`src/rtl/nv_clk_gate_ctrl_pkg.sv`:
```
// nv_clk_gate_ctrl_pkg: shared types and widths for the clock-gate sequencer.
//   gate_state_e : FSM encoding, also driven on gate_state (OFF=0, WAKE=1, ON=2, DRAIN=3)
//   CNT_W        : width of the wake/drain settle counter
//   STAT_W       : width of the gated-cycle statistics counter
package nv_clk_gate_ctrl_pkg;
    typedef enum logic [1:0] {
        ST_OFF   = 2'd0,
        ST_WAKE  = 2'd1,
        ST_ON    = 2'd2,
        ST_DRAIN = 2'd3
    } gate_state_e;
    localparam int CNT_W  = 4;
    localparam int STAT_W = 32;
endpackage

```
`src/rtl/nv_clk_gate_idle_cnt.sv`:
```
// nv_clk_gate_idle_cnt: saturating idle counter with threshold compare.
//   clk, reset_ : free-running clock, async active-low reset
//   clr         : zero the count (activity seen, or not in ON)
//   inc         : count one idle cycle
//   thresh      : idle cycles before gating; 0 never expires
//   expire      : this idle cycle is the last one allowed
module nv_clk_gate_idle_cnt
    import nv_clk_gate_ctrl_pkg::*;
#(
    parameter int IDLE_W = 8
) (
    input  logic              clk,
    input  logic              reset_,
    input  logic              clr,
    input  logic              inc,
    input  logic [IDLE_W-1:0] thresh,
    output logic              expire
);
    logic [IDLE_W-1:0] idle_cnt;
    always_ff @(posedge clk or negedge reset_) begin
        if (!reset_)
            idle_cnt <= '0;
        else if (clr)
            idle_cnt <= '0;
        else if (inc && idle_cnt != '1)
            idle_cnt <= idle_cnt + IDLE_W'(1);
    end
    // >= rather than == so a threshold lowered below the running count gates on the next idle cycle
    assign expire = inc && (thresh != '0) && (idle_cnt >= thresh - IDLE_W'(1));
endmodule

```
`src/rtl/nv_clk_gate_ctrl.sv`:
```
// nv_clk_gate_ctrl: sequences the enable of a downstream ICG for one clock domain.
//   clk, reset_    : free-running clock, async active-low reset
//   req            : per-requester activity levels, any bit high = clock needed
//   idle_thresh    : idle cycles in ON before gating; 0 = never gate
//   slcg_override  : force the clock on
//   clk_en         : registered ICG enable
//   clk_rdy        : registered, gated clock is stable and usable
//   gate_state     : current FSM state
//   gated_cycles   : cycles spent in OFF (only with NV_CLK_GATE_CTRL_STAT_EN, else 0)
//   stat_clr       : synchronous clear of gated_cycles
// Build option: define NV_CLK_GATE_CTRL_STAT_EN to include the gated-cycle counter.
module nv_clk_gate_ctrl
    import nv_clk_gate_ctrl_pkg::*;
#(
    parameter int NUM_REQ   = 4,
    parameter int IDLE_W    = 8,
    parameter int WAKE_CYC  = 2,
    parameter int DRAIN_CYC = 2
) (
    input  logic               clk,
    input  logic               reset_,
    input  logic [NUM_REQ-1:0] req,
    input  logic [IDLE_W-1:0]  idle_thresh,
    input  logic               slcg_override,
    output logic               clk_en,
    output logic               clk_rdy,
    output logic [1:0]         gate_state,
    output logic [STAT_W-1:0]  gated_cycles,
    input  logic               stat_clr
);
    gate_state_e      state, state_d;
    logic [CNT_W-1:0] cnt, cnt_d;
    logic             need, expire;
    assign need = |req | slcg_override;
    // override implies need, so the idle counter never advances while it is set
    nv_clk_gate_idle_cnt #(.IDLE_W(IDLE_W)) u_idle (
        .clk    (clk),
        .reset_ (reset_),
        .clr    (state != ST_ON || need),
        .inc    (state == ST_ON && !need),
        .thresh (idle_thresh),
        .expire (expire)
    );
    always_comb begin
        state_d = state;
        cnt_d   = (cnt != '0) ? cnt - CNT_W'(1) : cnt;
        case (state)
            ST_OFF: if (need) begin
                state_d = ST_WAKE;
                cnt_d   = CNT_W'(WAKE_CYC - 1);
            end
            ST_WAKE: state_d = (cnt == '0) ? ST_ON : ST_WAKE;
            ST_ON: if (expire) begin
                state_d = ST_DRAIN;
                cnt_d   = CNT_W'(DRAIN_CYC - 1);
            end
            // returning activity beats drain expiry so clk_en never blips low
            ST_DRAIN: state_d = need ? ST_ON : (cnt == '0) ? ST_OFF : ST_DRAIN;
            default: state_d = ST_OFF;
        endcase
    end
    // outputs are registered from next-state so nothing combinational reaches the ICG
    always_ff @(posedge clk or negedge reset_) begin
        if (!reset_) begin
            state   <= ST_OFF;
            cnt     <= '0;
            clk_en  <= 1'b0;
            clk_rdy <= 1'b0;
        end else begin
            state   <= state_d;
            cnt     <= cnt_d;
            clk_en  <= state_d != ST_OFF;
            clk_rdy <= state_d == ST_ON;
        end
    end
    assign gate_state = state;
`ifdef NV_CLK_GATE_CTRL_STAT_EN
    logic [STAT_W-1:0] stat_q;
    always_ff @(posedge clk or negedge reset_) begin
        if (!reset_)
            stat_q <= '0;
        else if (stat_clr)
            stat_q <= '0;
        else if (state == ST_OFF && stat_q != '1)
            stat_q <= stat_q + STAT_W'(1);
    end
    assign gated_cycles = stat_q;
`else
    logic unused_stat_clr;
    assign unused_stat_clr = stat_clr;
    assign gated_cycles    = '0;
`endif
endmodule

```
`config.mk`:
```
export PLATFORM = sky130hd
export DESIGN_NAME = nv_clk_gate_ctrl
export DESIGN_NICKNAME = d
export VERILOG_FILES = /design/src/rtl/nv_clk_gate_ctrl_pkg.sv /design/src/rtl/nv_clk_gate_idle_cnt.sv /design/src/rtl/nv_clk_gate_ctrl.sv
export SDC_FILE = /design/constraint.sdc
export NUM_CORES = 1
export LEC_CHECK = 0
export ABC_CLOCK_PERIOD_IN_PS = 2250
export BUFFER_PORTS_ARGS = -buffer_cell sky130_fd_sc_hd__buf_2
export CAP_MARGIN = 20
export CELL_PAD_IN_SITES_DETAIL_PLACEMENT = 0
export CELL_PAD_IN_SITES_GLOBAL_PLACEMENT = 1
export CORE_ASPECT_RATIO = 1.2
export CORE_MARGIN = 2
export CORE_UTILIZATION = 30
export CTS_CLUSTER_DIAMETER = 120
export DETAILED_ROUTE_END_ITERATION = 12
export GPL_ROUTABILITY_DRIVEN = 0
export GPL_TIMING_DRIVEN = 0
export PLACE_DENSITY = 0.75
export SLEW_MARGIN = 20
export SYNTH_ARGS = -nofsm -noshare
export SYNTH_HDL_FRONTEND = slang
export SYNTH_HIERARCHICAL = 1
export SYNTH_SLANG_ARGS = --single-unit
```
`constraint.sdc`:
```
create_clock -name clk -period 2.25 [get_ports clk]
set_input_delay 0.45 -clock clk [delete_from_list [all_inputs] [get_ports clk]]
set_output_delay 0.45 -clock clk [all_outputs]
set_load 0.005 [all_outputs]
```
[Word level (Yosys, flattened, before mapping)]
Index checks and enable logic that the tools add are counted.
Word-level totals
  bits in registers: 16
  input port bits: 16
  output and inout port bits: 36
  word-level logic and storage cells: 41
Cells by class
  $add $sub $neg: 3
  magnitude comparators: 1
  equal/unequal tests: 6
  mux-type cells: 12
  bitwise gates (word level): 1
  reductions and logical operators: 13
Operators with widths (number)
  two-way mux 8 bit: 2
  two-way mux 4 bit: 3
  two-way mux 2 bit: 5
  adder 8 x 1 -> 8 bit, second input constant: 1
  greater-or-equal comparator 8 bit: 1
  != test 8 bit, second input constant: 1
  one-hot mux 2 bit (4 select lines): 1
  one-hot mux 4 bit (2 select lines): 1
  nonzero test 8 bit: 1
  subtractor 8 x 1 -> 8 bit, second input constant: 1
  equality test 2 bit, second input constant: 3
  logical AND 1 bit: 4
  zero test 4 bit: 1
  nonzero test 2 bit: 2
  nonzero test 4 bit: 1
  OR reduction 4 bit: 1
  subtractor 4 x 1 -> 4 bit, second input constant: 1
  equality test 2 x 1 -> 1 bit, second input constant: 1
  zero test 2 bit: 1
  != test 2 bit, second input constant: 1
  zero test 1 bit: 1
  logical OR 1 bit: 1
  OR 1 bit: 1

[Depth between registers and ports, before layout]
Gate-level depths: netlist of run 1.
  depth after elaboration: 9
  mapped depth: 12
  mapped depth without buffers: 12

[Modules after synthesis]
Netlist of run 1, hierarchy kept.
Modules (own cells, without submodules)
  nv_clk_gate_idle_cnt: instances 1, cells an instance 81, area each 735.7 um2, seq. area each 200.2 um2
  nv_clk_gate_ctrl: instances 1, cells an instance 79, area each 720.7 um2, seq. area each 200.2 um2

[Worst setup path after synthesis of run 1]
No wires, ideal clock.
  path type: in2reg
  start: input idle_thresh[0]
  end: register cnt[3]
  setup time: 130 ps
  arrival: 2389 ps
  required time: 2120 ps
  setup slack: -269 ps
  stages on the path: 10
  buffers on the path: 0
  cells stage by stage: nor3_1 nor3b_1 xnor2_1 ha_1 nand4_1 a211o_1 a211oi_1 inv_1 a221oi_2 nor2_1
On the way
  word-level cells in the longest chain between the ends: 5
  elaborated cells between the ends (all ways): 7
  those cells by class: 1 x add/sub; 1 x order compare; 2 x mux; 3 x reduce/logical
Ends and longest elaborated chain
  from (decl): RTL line nv_clk_gate_ctrl.sv:23  | input logic [IDLE_W-1:0] idle_thresh,
  subtractor 8 x 1 -> 8 bit or nonzero test 8 bit (tied branches): RTL line nv_clk_gate_idle_cnt.sv:29  | assign expire = inc && (thresh != '0) && (idle_cnt >= thresh - IDLE_W'(1));
  greater-or-equal comparator 8 bit or logical AND 1 bit (tied branches): RTL line nv_clk_gate_idle_cnt.sv:29
  logical AND 1 bit *: RTL line nv_clk_gate_idle_cnt.sv:29
  net expire: RTL line nv_clk_gate_ctrl.sv:33  | logic need, expire;
  two-way mux 4 bit *: RTL line nv_clk_gate_ctrl.sv:53  | ST_ON: if (expire) begin
  one-hot mux 4 bit (2 select lines) *: RTL line nv_clk_gate_ctrl.sv:47  | case (state)
  net cnt_d[3]: RTL line nv_clk_gate_ctrl.sv:32  | logic [CNT_W-1:0] cnt, cnt_d;
  to (signal assigned): RTL line nv_clk_gate_ctrl.sv:71  | cnt <= cnt_d;
  to (decl): RTL line nv_clk_gate_ctrl.sv:32
The timed path passes the listed nets; every way through them passes the cells marked *.
A chain may end at the register's enable or synchronous reset.

[Worst setup path after layout of run 1]
  start: input idle_thresh[0]
  end: register cnt[0]
The elaborated chain is that of the path after synthesis.

==> results of run 1 <==
[worst max-delay path by stage]
stage	cells after the start	endpoint	slack, ns
6_report	11	cnt[0]$_DFF_PN0_	-0.15
3_3_place_gp	11	cnt[1]$_DFF_PN0_	-0.50
4_1_cts	11	cnt[0]$_DFF_PN0_	-0.16
5_1_grt	12	cnt[0]$_DFF_PN0_	-0.34
2_1_floorplan	10	cnt[0]$_DFF_PN0_	-0.06
3_5_place_dp	12	cnt[1]$_DFF_PN0_	-0.50
[cell usage after synthesis (2+ instances only)]
| cell | instances |
|---|---|
| and2_1 | 2 |
| nand3_1 | 3 |
| a211oi_1 | 3 |
| nand2b_1 | 3 |
| xor2_1 | 4 |
| nor2b_1 | 2 |
| dfrtp_1 | 16 |
| a21o_1 | 3 |
| ha_1 | 12 |
| nor3_1 | 2 |
| a21oi_1 | 6 |
| nand2_1 | 5 |
| o31ai_1 | 2 |
| xnor2_1 | 7 |
| o21ai_1 | 2 |
| or4_1 | 2 |
| mux2i_1 | 2 |
| nand4_1 | 3 |
| buf_4 | 32 |
| inv_1 | 11 |
| and3_1 | 2 |
| nor2_1 | 13 |
[registers in the layout, indices dropped and copies added (netlist names)]
| register | count |
|---|---|
| clk_en | 1 |
| clk_rdy | 1 |
| u_idle/idle_cnt | 8 |
| gate_state | 2 |
| cnt | 4 |
[metal layers]
| metal | up-vias | part of all wire, % |
|---|---|---|
| li1 | 612 | - |
| met1 | 522 | 41 |
| met2 | 33 | 52 |
| met3 | 2 | 5.9 |
| met4 | 0 | 0.53 |
| met5 | - | 0 |
[layout make-up]
type,count,area [um2],area share [%]
Tap cell,58,72.57,3.616
Timing Repair Buffer,26,198.9,9.913
Buffer,34,255.2,12.72
Inverter,11,41.29,2.057
Multi-Input combinational cell,130,983.4,49.00
Sequential cell,16,400.4,19.95
Clock buffer,4,55.05,2.743
[repair_timing]
| item | in CTS | in global routing |
|---|---|---|
| setup endpoints to repair | 4 | 6 |
| cloned | 0 | 0 |
| gates resized for setup | 12 | 15 |
| pin swaps | 7 | 11 |
| buffers inserted | 4 | 5 |
| hold buffers | 0 | 0 |
[through the flow]
step / cell area (um2) / total power (W) / util [%] / setup TNS (ns)
2_1_floorplan: 1618 / 0.0005678 / - / -0.2091
3_3_place_gp: 1780 / 0.0006196 / 38.47 / -2.380
6_report: 2007 / 0.0008987 / 43.36 / -0.6700
3_5_place_dp: 1780 / 0.0006261 / 38.47 / -2.345
5_1_grt: 2007 / 0.0009705 / 43.36 / -1.517
4_1_cts: 1927 / 0.0009021 / 41.63 / -0.6145
[power groups by stage]
| stage | registers (W) | clock network (W) | logic [W] |
|---|---|---|---|
| floorplan | 0.000354 | 0 | 0.000214 |
| global placement | 0.000361 | 0 | 0.000258 |
| detailed placement | 0.000361 | 0 | 0.000265 |
| CTS | 0.000357 | 0.000262 | 0.000283 |
| global route | 0.000362 | 0.000276 | 0.000333 |
| finish | 0.000356 | 0.000251 | 0.000292 |
[kinds of logic after synthesis]
logic type / after synthesis
xor gates and xnor gates: 11
and+or+nand+nor: 50
buffers and inverters: 45
other: 1
DFF: 16
muxes: 2
adders and majority gates: 12
AOI/OAI and AO/OA: 23
==> summary.md, run 1 <==
| Metric | Value |
|---|---|
| WP buf/inv | 2 |
| First-pass GRT wire length | 4712 um |
| CP max stage delay | 0.36 ns |
| Clock power share | 27.9% |
| Vias per inst | 4.190 |
| Top FF cell, synth | dfrtp_1 |
| Htree depth | 1 |
| Most Crowded Layer GR | met2 |
| Die span in x | 67.61 um |
| Antenna violations before repair | 0 |
| Skew final | 0.001429 ns |
| CP Capture Type | register |
| Cells after Synth | 160 |
| Compound-Gate Fraction of Synth Area | 12.03% |
| Switch share | 28.73% |
| Vias | 1,169 |
| Worst Setup Start Kind | input port |
| Status | complete, but fails checks |
| Initial DRC count | 12 |
| Dpl cells | 267 |
| DR pass1 iterations | 4 |
| Remaining antenna violation count after routing | 0 |
| Leak | 0.9562 nW |
| XOR/XNOR Fraction of Synth Area | 6.615% |
| Ys Warns | 6 |
| Largest net degree at the start of global routing | 17 |
| Multiplexer share of the synthesized area | 1.375% |
| Met2 GRT Util | 21.76% |
| Pins Over Slew Limit | 0 |
| Most frequent cells in the layout | buf_4, conb_1, dfrtp_1, buf_2 |
| Row cnt | 27 |
| Worst hold slack | 0.1096 ns |
| DRC errors left | 0 |
| Synth Area in Adders | 10.31% |
| Place WS | -0.5035 ns |
| Critical Path RT | 2.44 ns |
| Post-Synthesis Cell Area | 0.001456 mm2 |
| Synth top area cells | dfrtp_1, buf_4, ha_1, xnor2_1, nor2_1 |
| R2R Path Start | gate_state[1]$_DFF_PN0_ |
| CP cell instances | buf_8 > nor3_4 > nor3b_2 > xnor2_1 > ha_1 > nand4_1 > a211o_1 > a211oi_2 > inv_2 > a221oi_4 > nand2b_1 |
| Ys async rst share | 100.0% |
| Register area share after synthesis | 27.49% |
| Failing checks | setup timing |
| Hold crit path type | in -> async |
| Syn avg cell area | 9.102 um2 |
| Fin crit period | 2.404 ns |
| Peak supply drop | 0.0002329 V |
| F_max | 0.4161 GHz |
| Share of cells above drive strength 1 | 40.72% |
| Diode count | 0 |
| GRT overflow | 0 |
| Flop2flop setup slack | 0.05 ns |
| Leading area contributor after synthesis | dfrtp_1 |
| Crit path max-delay cell type | a221oi_4 |
| Internal power | 0.0006405 W |
| Netlist cell types | 45 |
| Part of the power in registers | 39.6% |
| Post-Route WL | 2829 um |
| Yosys top cell area share | 27.49% |
| Worst R2R End | cnt[0]$_DFF_PN0_ |
| CTS Buffer Depth | 2 |
| TritonCTS clock tree | yes |
| Crit path max-delay family | compound AO/OA/AOI/OAI gates |
| CTS buffer count | 3 |
| Placeable Area | 0.004628 mm2 |
| Largest family of logic cells by synthesized area | simple AND/OR/NAND/NOR gates |
| Final nets | 250 |
| Worst setup path category | in -> reg |
| Met3 GRT Util | 1.681% |
| Initial Util | 31.47% |
| Most common cell after layout, fill and taps aside | buf_4 |
| Dpl hpwl | 2159 um |
| Met1 Usage GRT | 11.58% |
| Final setup fails | 5 |
| WL/cell | 10.14 um |
| Tcrit/Tclk final | 106.8% |
| Gate power share | 32.5% |
| Final non-filler cell total | 279 |
| PortBufs | 18 |
| PD cells | 447.8 mW/mm2 |
| # Max-Cap Violations | 0 |
| CTS sink cnt | 16 |
| Worst Path Max Fanout | 4 |
| Worst-path clk slew | 0.06 ns |
| DIE HEIGHT | 80.33 um |
| Final Hold Fails | 0 |
| Total global-route track usage | 11.04% |
| Final WS setup | -0.1536 ns |
| EDFF count, synth | 0 |
| Number of global-route vias before repair | 1,168 |
| Crit path launch | idle_thresh[0] |
| Filler Cell Count | 474 |
| CP Data Arrival Time | 2.59 ns |
| Cells on worst reg2reg path | 8 |
| Clock Latency Late Sink | 0.24 ns |
| RSZ-0062 raised after global routing | true |
| Io pins | 52 |
| Root Driver | clkbuf_8 |
| Post-Synth Simple-Gate Area | 21.56% |
| Net Switching | 0.0002582 W |
| Area growth syn-to-layout | 37.80% |
| Die area | 0.005430 mm2 |
| Number of synthesized register bits | 16 |
Power figures use the tool's default switching activity.
==> inputs of run 2 (changes only) <==
--- a/config.mk
+++ b/config.mk
@@ -5,7 +5,7 @@
 export SDC_FILE = /design/constraint.sdc
 export NUM_CORES = 1
 export LEC_CHECK = 0
-export ABC_CLOCK_PERIOD_IN_PS = 2250
+export ABC_CLOCK_PERIOD_IN_PS = 2900
 export BUFFER_PORTS_ARGS = -buffer_cell sky130_fd_sc_hd__buf_2
 export CAP_MARGIN = 20
 export CELL_PAD_IN_SITES_DETAIL_PLACEMENT = 0
==> constraint.sdc (replaced) <==
create_clock -name clk -period 2.9 [get_ports clk]
set_input_delay 0.58 -clock clk [delete_from_list [all_inputs] [get_ports clk]]
set_output_delay 0.58 -clock clk [all_outputs]
set_load 0.005 [all_outputs]
==> run 2 against run 1 <==
  * The run now ends clean
  * Register-to-register slack improved by 0.75 ns
  * Clock skew rose by 0.00069 ns
  * First-iteration DRC count did not move
  * Wire length fell by 7.2%
  * Combinational power fell by 31%
  * Utilization fell by 4.4 points
  * Critical path depth did not move
  * Clock power fell by 36%
  * Non-clock buffer count fell by 8
  * Critical endpoint unchanged
==> summary.md, run 2 (same netlist as run 1, synthesis figures left out) <==
| Metric | Value |
|---|---|
| CP Capture Type | register |
| Final setup fails | 0 |
| Share of cells above drive strength 1 | 32.08% |
| Htree depth | 1 |
| CP Data Arrival Time | 2.84 ns |
| Met1 Usage GRT | 11.50% |
| TritonCTS clock tree | yes |
| Most Crowded Layer GR | met2 |
| Clock Latency Late Sink | 0.24 ns |
| Antenna violations before repair | 0 |
| Filler Cell Count | 487 |
| Final WS setup | 0.2403 ns |
| Leak | 0.8841 nW |
| Place WS | -0.2559 ns |
| Top reg by flops | u_idle/idle_cnt |
| Final non-filler cell total | 270 |
| Final Util | 38.98% |
| Worst-path clk slew | 0.06 ns |
| DRC errors left | 0 |
| GRT overflow | 0 |
| WL/cell | 9.719 um |
| Die area | 0.005430 mm2 |
| Row cnt | 27 |
| Vias | 1,132 |
| Pins Over Slew Limit | 0 |
| Dpl cells | 267 |
| Dpl hpwl | 2164 um |
| Worst Path Max Fanout | 4 |
| Hold crit path type | in -> async |
| Skew final | 0.002115 ns |
| Worst setup path category | in -> reg |
| Final nets | 242 |
| Post-Route WL | 2624 um |
| # Max-Cap Violations | 0 |
| CP max stage delay | 0.35 ns |
| Area growth syn-to-layout | 23.88% |
| Cells on worst reg2reg path | 9 |
| Met2 GRT Util | 18.73% |
| CTS buffer count | 3 |
| Most frequent cells in the layout | buf_4, conb_1, buf_2, dfrtp_1, nor2_1 |
| Status | completed |
| Flip-flop count of the largest register after layout | 8 |
| First-pass GRT wire length | 4319 um |
| Post-CTS Setup Repair Bufs | 0 |
| Diode count | 0 |
| DR pass1 iterations | 4 |
| Worst Setup Start Kind | input port |
| PortBufs | 18 |
| Initial Util | 31.47% |
| DIE HEIGHT | 80.33 um |
| Vias per inst | 4.193 |
| Remaining antenna violation count after routing | 0 |
| Peak supply drop | 0.0002128 V |
| RSZ-0062 raised after global routing | false |
| F_max | 0.3760 GHz |
| Overall power | 0.0006403 W |
| Critical Path RT | 3.08 ns |
| CTS Buffer Depth | 2 |
| Tcrit/Tclk final | 91.71% |
| Die span in x | 67.61 um |
| Crit path max-delay cell type | a221oi_4 |
| Root Driver | clkbuf_8 |
| Number of global-route vias before repair | 1,034 |
| Final Hold Fails | 0 |
| CTS sink cnt | 16 |
| Largest net degree at the start of global routing | 17 |
| Total global-route track usage | 10.41% |
| Fin crit period | 2.660 ns |
| Initial DRC count | 12 |
| Met3 GRT Util | 1.821% |
| CP cell instances | buf_2 > nor3_2 > nor3b_1 > xnor2_1 > ha_1 > nand4_1 > a211o_1 > a211oi_2 > inv_1 > a221oi_4 > nand2b_1 |
| Io pins | 52 |
| PD cells | 354.9 mW/mm2 |
| Placeable Area | 0.004628 mm2 |
==> run 2: changes by cell type in the layout (fill, tap and decap cells not counted), sizes merged <==
cell    change
buf         -8
clkbuf      -1
==> run 2: worst paths after layout <==
path                                                      from                        endpoint  slack [ns]
worst max-delay path                            idle_thresh[0]                cnt[0]$_DFF_PN0_        0.24
worst min-delay path                                    reset_  u_idle/idle_cnt[2]$_DFFE_PN0P_        0.24
worst max register to register  u_idle/idle_cnt[0]$_DFFE_PN0P_                cnt[0]$_DFF_PN0_        0.80
max in group asynchronous                               reset_  u_idle/idle_cnt[3]$_DFFE_PN0P_        2.39
worst min register to register                cnt[1]$_DFF_PN0_                cnt[1]$_DFF_PN0_        0.56
min in group clk                              cnt[1]$_DFF_PN0_                cnt[1]$_DFF_PN0_        0.56
==> run 2: timing repair <==
item / CTS / global route
pin swaps: 0 / 0
resized for setup: 1 / 3
hold buffers: 0 / 0
endpoints found under the setup margin: 1 / 4
==> run 2: worst max-delay path: cells and delay by family <==
family	cells	cell delay (ns)
adders and majority gates	1	0.30
buffers and inverters	2	0.24
and+or+nand+nor	4	0.74
xor gates and xnor gates	1	0.11
AOI/OAI and AO/OA	3	0.87
==> run 2: per-stage QoR <==
stage	hold WS, ns	TNS, ns	instance area (um2)
6_report	0.2448	0	1804
5_1_grt	0.2658	0	1804
4_1_cts	0.2542	0	1782
3_5_place_dp	0.5223	-0.9630	1735
3_3_place_gp	0.5119	-0.9319	1735
2_1_floorplan	0.2844	0	1573
==> run 2: layout make-up <==
class,count,area [um2],share of cell area (%)
Multi-Input combinational cell,130,903.4,50.07
Sequential cell,16,400.4,22.19
Buffer,34,255.2,14.15
Timing Repair Buffer,18,90.09,4.993
Tap cell,58,72.57,4.022
Clock buffer,3,41.29,2.288
Inverter,11,41.29,2.288
==> run 2: power by group <==
group	internal, W	switching, W
Sequential	0.000253	0.0000254
Combinational	0.000108	0.0000937
Clock	0.0000919	0.0000689
Total	0.000452	0.000188
==> run 2: layer usage <==
layer	vias to the layer above	wire, um	part of all wire, %
met4	0	25	0.95
met1	499	1100	42
met5	-	0	0
li1	592	-	-
met3	2	196	7.5
met2	39	1301	50
==> inputs of run 3 (changes only) <==
--- a/config.mk
+++ b/config.mk
@@ -5,6 +5,7 @@
 export SDC_FILE = /design/constraint.sdc
 export NUM_CORES = 1
 export LEC_CHECK = 0
+export ABC_AREA = 1
 export ABC_CLOCK_PERIOD_IN_PS = 2900
 export BUFFER_PORTS_ARGS = -buffer_cell sky130_fd_sc_hd__buf_2
 export CAP_MARGIN = 20
@@ -17,7 +18,7 @@
 export DETAILED_ROUTE_END_ITERATION = 12
 export GPL_ROUTABILITY_DRIVEN = 0
 export GPL_TIMING_DRIVEN = 0
-export PLACE_DENSITY = 0.75
+export PLACE_DENSITY = 0.77
 export SLEW_MARGIN = 20
 export SYNTH_ARGS = -nofsm -noshare
 export SYNTH_HDL_FRONTEND = slang
==> run 3 against run 2 <==
  * Utilization fell by 1.3 points
  * Clock power increased by 4%
  * Register-to-register slack better by 0.43 ns
  * Critical path depth grew 2
  * Cell count is 20% higher
  * Clock skew barely moved
  * Wire length down 0.46%
  * Design area increased by 3.2%
  * Clock-buffer cell count is the same
  * Sequential power fell by 4%
  * Synthesized cell count is 33% higher
  * Non-clock buffer count shrank 2
  * Largest cell class unchanged
  * Largest power group unchanged
==> summary.md, run 3 <==
| Metric | Value |
|---|---|
| Dpl hpwl | 2225 um |
| Count leader, synth | nand2_1 |
| # resized after CTS | 0 |
| Worst Path Max Fanout | 5 |
| Io pins | 52 |
| Critical Path RT | 3.04 ns |
| Antenna violations before repair | 0 |
| Internal power | 0.0004536 W |
| Peak supply drop | 0.0001518 V |
| DIE HEIGHT | 82.46 um |
| Top reg by flops | u_idle/idle_cnt |
| DR pass1 iterations | 4 |
| Row cnt | 28 |
| Crit path max-delay family | simple AND/OR/NAND/NOR gates |
| Post-Route WL | 2612 um |
| Most frequent cells in the layout | nand2_1, buf_4, conb_1, inv_1, nor2_1 |
| Clock Latency Late Sink | 0.25 ns |
| Final Hold Fails | 0 |
| Hold crit path type | in -> async |
| EDFF count, synth | 0 |
| Overall power | 0.0006610 W |
| TritonCTS clock tree | yes |
| Ys Warns | 6 |
| Top FF cell, synth | dfrtp_1 |
| Area growth syn-to-layout | 20.98% |
| Synth top area cells | dfrtp_1, buf_4, nand2_1, ha_1, inv_1 |
| Die span in x | 69.38 um |
| Final setup fails | 0 |
| Gate power share | 34.5% |
| WL/cell | 8.037 um |
| PD cells | 355.1 mW/mm2 |
| Vias per inst | 3.914 |
| CP max stage delay | 0.26 ns |
| Total global-route track usage | 9.224% |
| Net Switching | 0.0002075 W |
| Filler Cell Count | 547 |
| Cells after Synth | 213 |
| Yosys top cell area share | 26.02% |
| Root Driver | clkbuf_8 |
| GRT overflow | 0 |
| Commonest cells post-synth | nand2_1, buf_4, inv_1, nor2_1, dfrtp_1 |
| Number of synthesized register bits | 16 |
| RSZ-0062 raised after global routing | false |
| CTS Buffer Depth | 2 |
| Post-CTS Setup Repair Bufs | 0 |
| Ys async rst share | 100.0% |
| Pins Over Slew Limit | 0 |
| Post-Synthesis Cell Area | 0.001539 mm2 |
| First-pass GRT wire length | 4264 um |
| Syn avg cell area | 7.225 um2 |
| # hold bufs at CTS | 0 |
| Register Area | 400.4 um2 |
| Die area | 0.005721 mm2 |
| Fin crit period | 2.241 ns |
| Largest net degree at the start of global routing | 17 |
| Worst-path clk slew | 0.06 ns |
| Tcrit/Tclk final | 77.26% |
| Flip-flop count of the largest register after layout | 8 |
| Worst Setup Start Kind | input port |
| Switch share | 31.38% |
| Status | completed |
| Vias | 1,272 |
| Worst setup path category | in -> reg |
| WP buf/inv | 3 |
| Number of global-route vias before repair | 1,060 |
| Placeable Area | 0.004940 mm2 |
| DRC errors left | 0 |
| F_max | 0.4463 GHz |
| Part of the power in registers | 40.2% |
| CTS buffer count | 3 |
| Final nets | 295 |
| Htree depth | 1 |
| CP Capture Type | register |
| R2R Path Start | u_idle/idle_cnt[0]$_DFFE_PN0P_ |
| Register area share after synthesis | 26.02% |
| CTS sink cnt | 16 |
| Initial DRC count | 21 |
| Netlist cell types | 30 |
| Diode count | 0 |
| Skew final | 0.002240 ns |
| CP cell instances | buf_2 > inv_1 > ha_1 > nand3_1 > xor2_1 > inv_1 > ha_1 > nand2_1 > o21a_1 > a21oi_1 > nand2_1 > nand2_2 > nor3b_2 |
| TNS Setup | 0 ns |
| Leading area contributor after synthesis | dfrtp_1 |
| CP Data Arrival Time | 2.38 ns |
| Flop2flop setup slack | 1.23 ns |
| Initial Util | 31.16% |
| Most common cell after layout, fill and taps aside | nand2_1 |
| Area of the multi-input gates | 897.1 um2 |
| Leak | 1.057 nW |
| PortBufs | 18 |
| Share of cells above drive strength 1 | 27.17% |
| Crit path launch | idle_thresh[0] |
| Clock power share | 25.3% |
| Crit path max-delay cell type | ha_1 |
| # Max-Cap Violations | 0 |
| Remaining antenna violation count after routing | 0 |
-- run 3: area by class of cell --
| class | instances | share of cell area, % |
|---|---|---|
| plain buffers | 32 | 12.90 |
| clock buffers | 3 | 2.218 |
| inverters | 30 | 6.317 |
| multi-input cells | 166 | 48.19 |
| flip-flops and latches | 16 | 21.51 |
| well taps | 60 | 4.032 |
| repair buffers | 18 | 4.839 |
-- run 3: worst register-to-register path, cell delays in order, from the launching register on --
cell     delay, ns
dfrtp_1       0.38
inv_1         0.14
ha_1          0.26
nand2_1       0.06
nand3_1       0.07
nand2_1       0.06
nand2_1       0.05
nand2_1       0.05
a21oi_1       0.07
nand2_1       0.16
nand3_1       0.09
nor2_1        0.12
nand2_1       0.06
-- run 3: logic make-up (layout without fill, tap and decap cells) --
| group | Yosys count | after routing | synth area share (%) |
|---|---|---|---|
| adder cells (fa/ha/maj) | 12 | 12 | 9.756 |
| XOR/XNOR | 7 | 7 | 3.984 |
| other | 1 | 32 | 0.2437 |
| AO/OA/AOI/OAI | 16 | 16 | 5.772 |
| AND/OR/NAND/NOR | 99 | 99 | 30.98 |
| buffers and inverters | 62 | 83 | 23.25 |
| flip-flops | 16 | 16 | 26.02 |
-- run 3: power by group through the flow --
stage               registers, W  clock network, W  logic [W]
floorplan               0.000267                 0   0.000194
global placement        0.000269                 0   0.000227
detailed placement      0.000270                 0   0.000229
CTS                     0.000266          0.000174   0.000230
global route            0.000267          0.000180   0.000264
finish                  0.000266          0.000167   0.000228
-- run 3: stage by stage --
stage	hold WS [ns]	utilization, %	area [um2]	std cells	worst slack, ns
final	0.2435	37.69	1862	325	0.6593
after global routing	0.2650	37.69	1862	325	0.4013
after CTS	0.2530	37.69	1862	325	0.6166
after detailed placement	0.5273	36.85	1821	322	0.3644
after global placement	0.5200	36.85	1821	322	0.3678
after floorplan	0.2844	-	1655	244	0.7433
-- run 3: path summary, 6_finish.rpt --
| check | depth (start not counted) | endpoint |
|---|---|---|
| min in group clk | 2 | u_idle/idle_cnt[1]$_DFFE_PN0P_ |
| max | 13 | cnt[3]$_DFF_PN0_ |
| min | 1 | clk_en$_DFF_PN0_ |
| max in group asynchronous | 1 | u_idle/idle_cnt[3]$_DFFE_PN0P_ |
| max reg2reg | 12 | clk_en$_DFF_PN0_ |
| min reg2reg | 2 | u_idle/idle_cnt[1]$_DFFE_PN0P_ |
-- run 3: metal layers --
layer / up-vias / global-route usage (%) / routed length [um]
met2: 34 / 17.21 / 1282
met4: 0 / 4.118 / 30
met1: 531 / 10.63 / 1139
met3: 4 / 1.214 / 159
met5: - / 0 / 0
li1: 703 / - / -
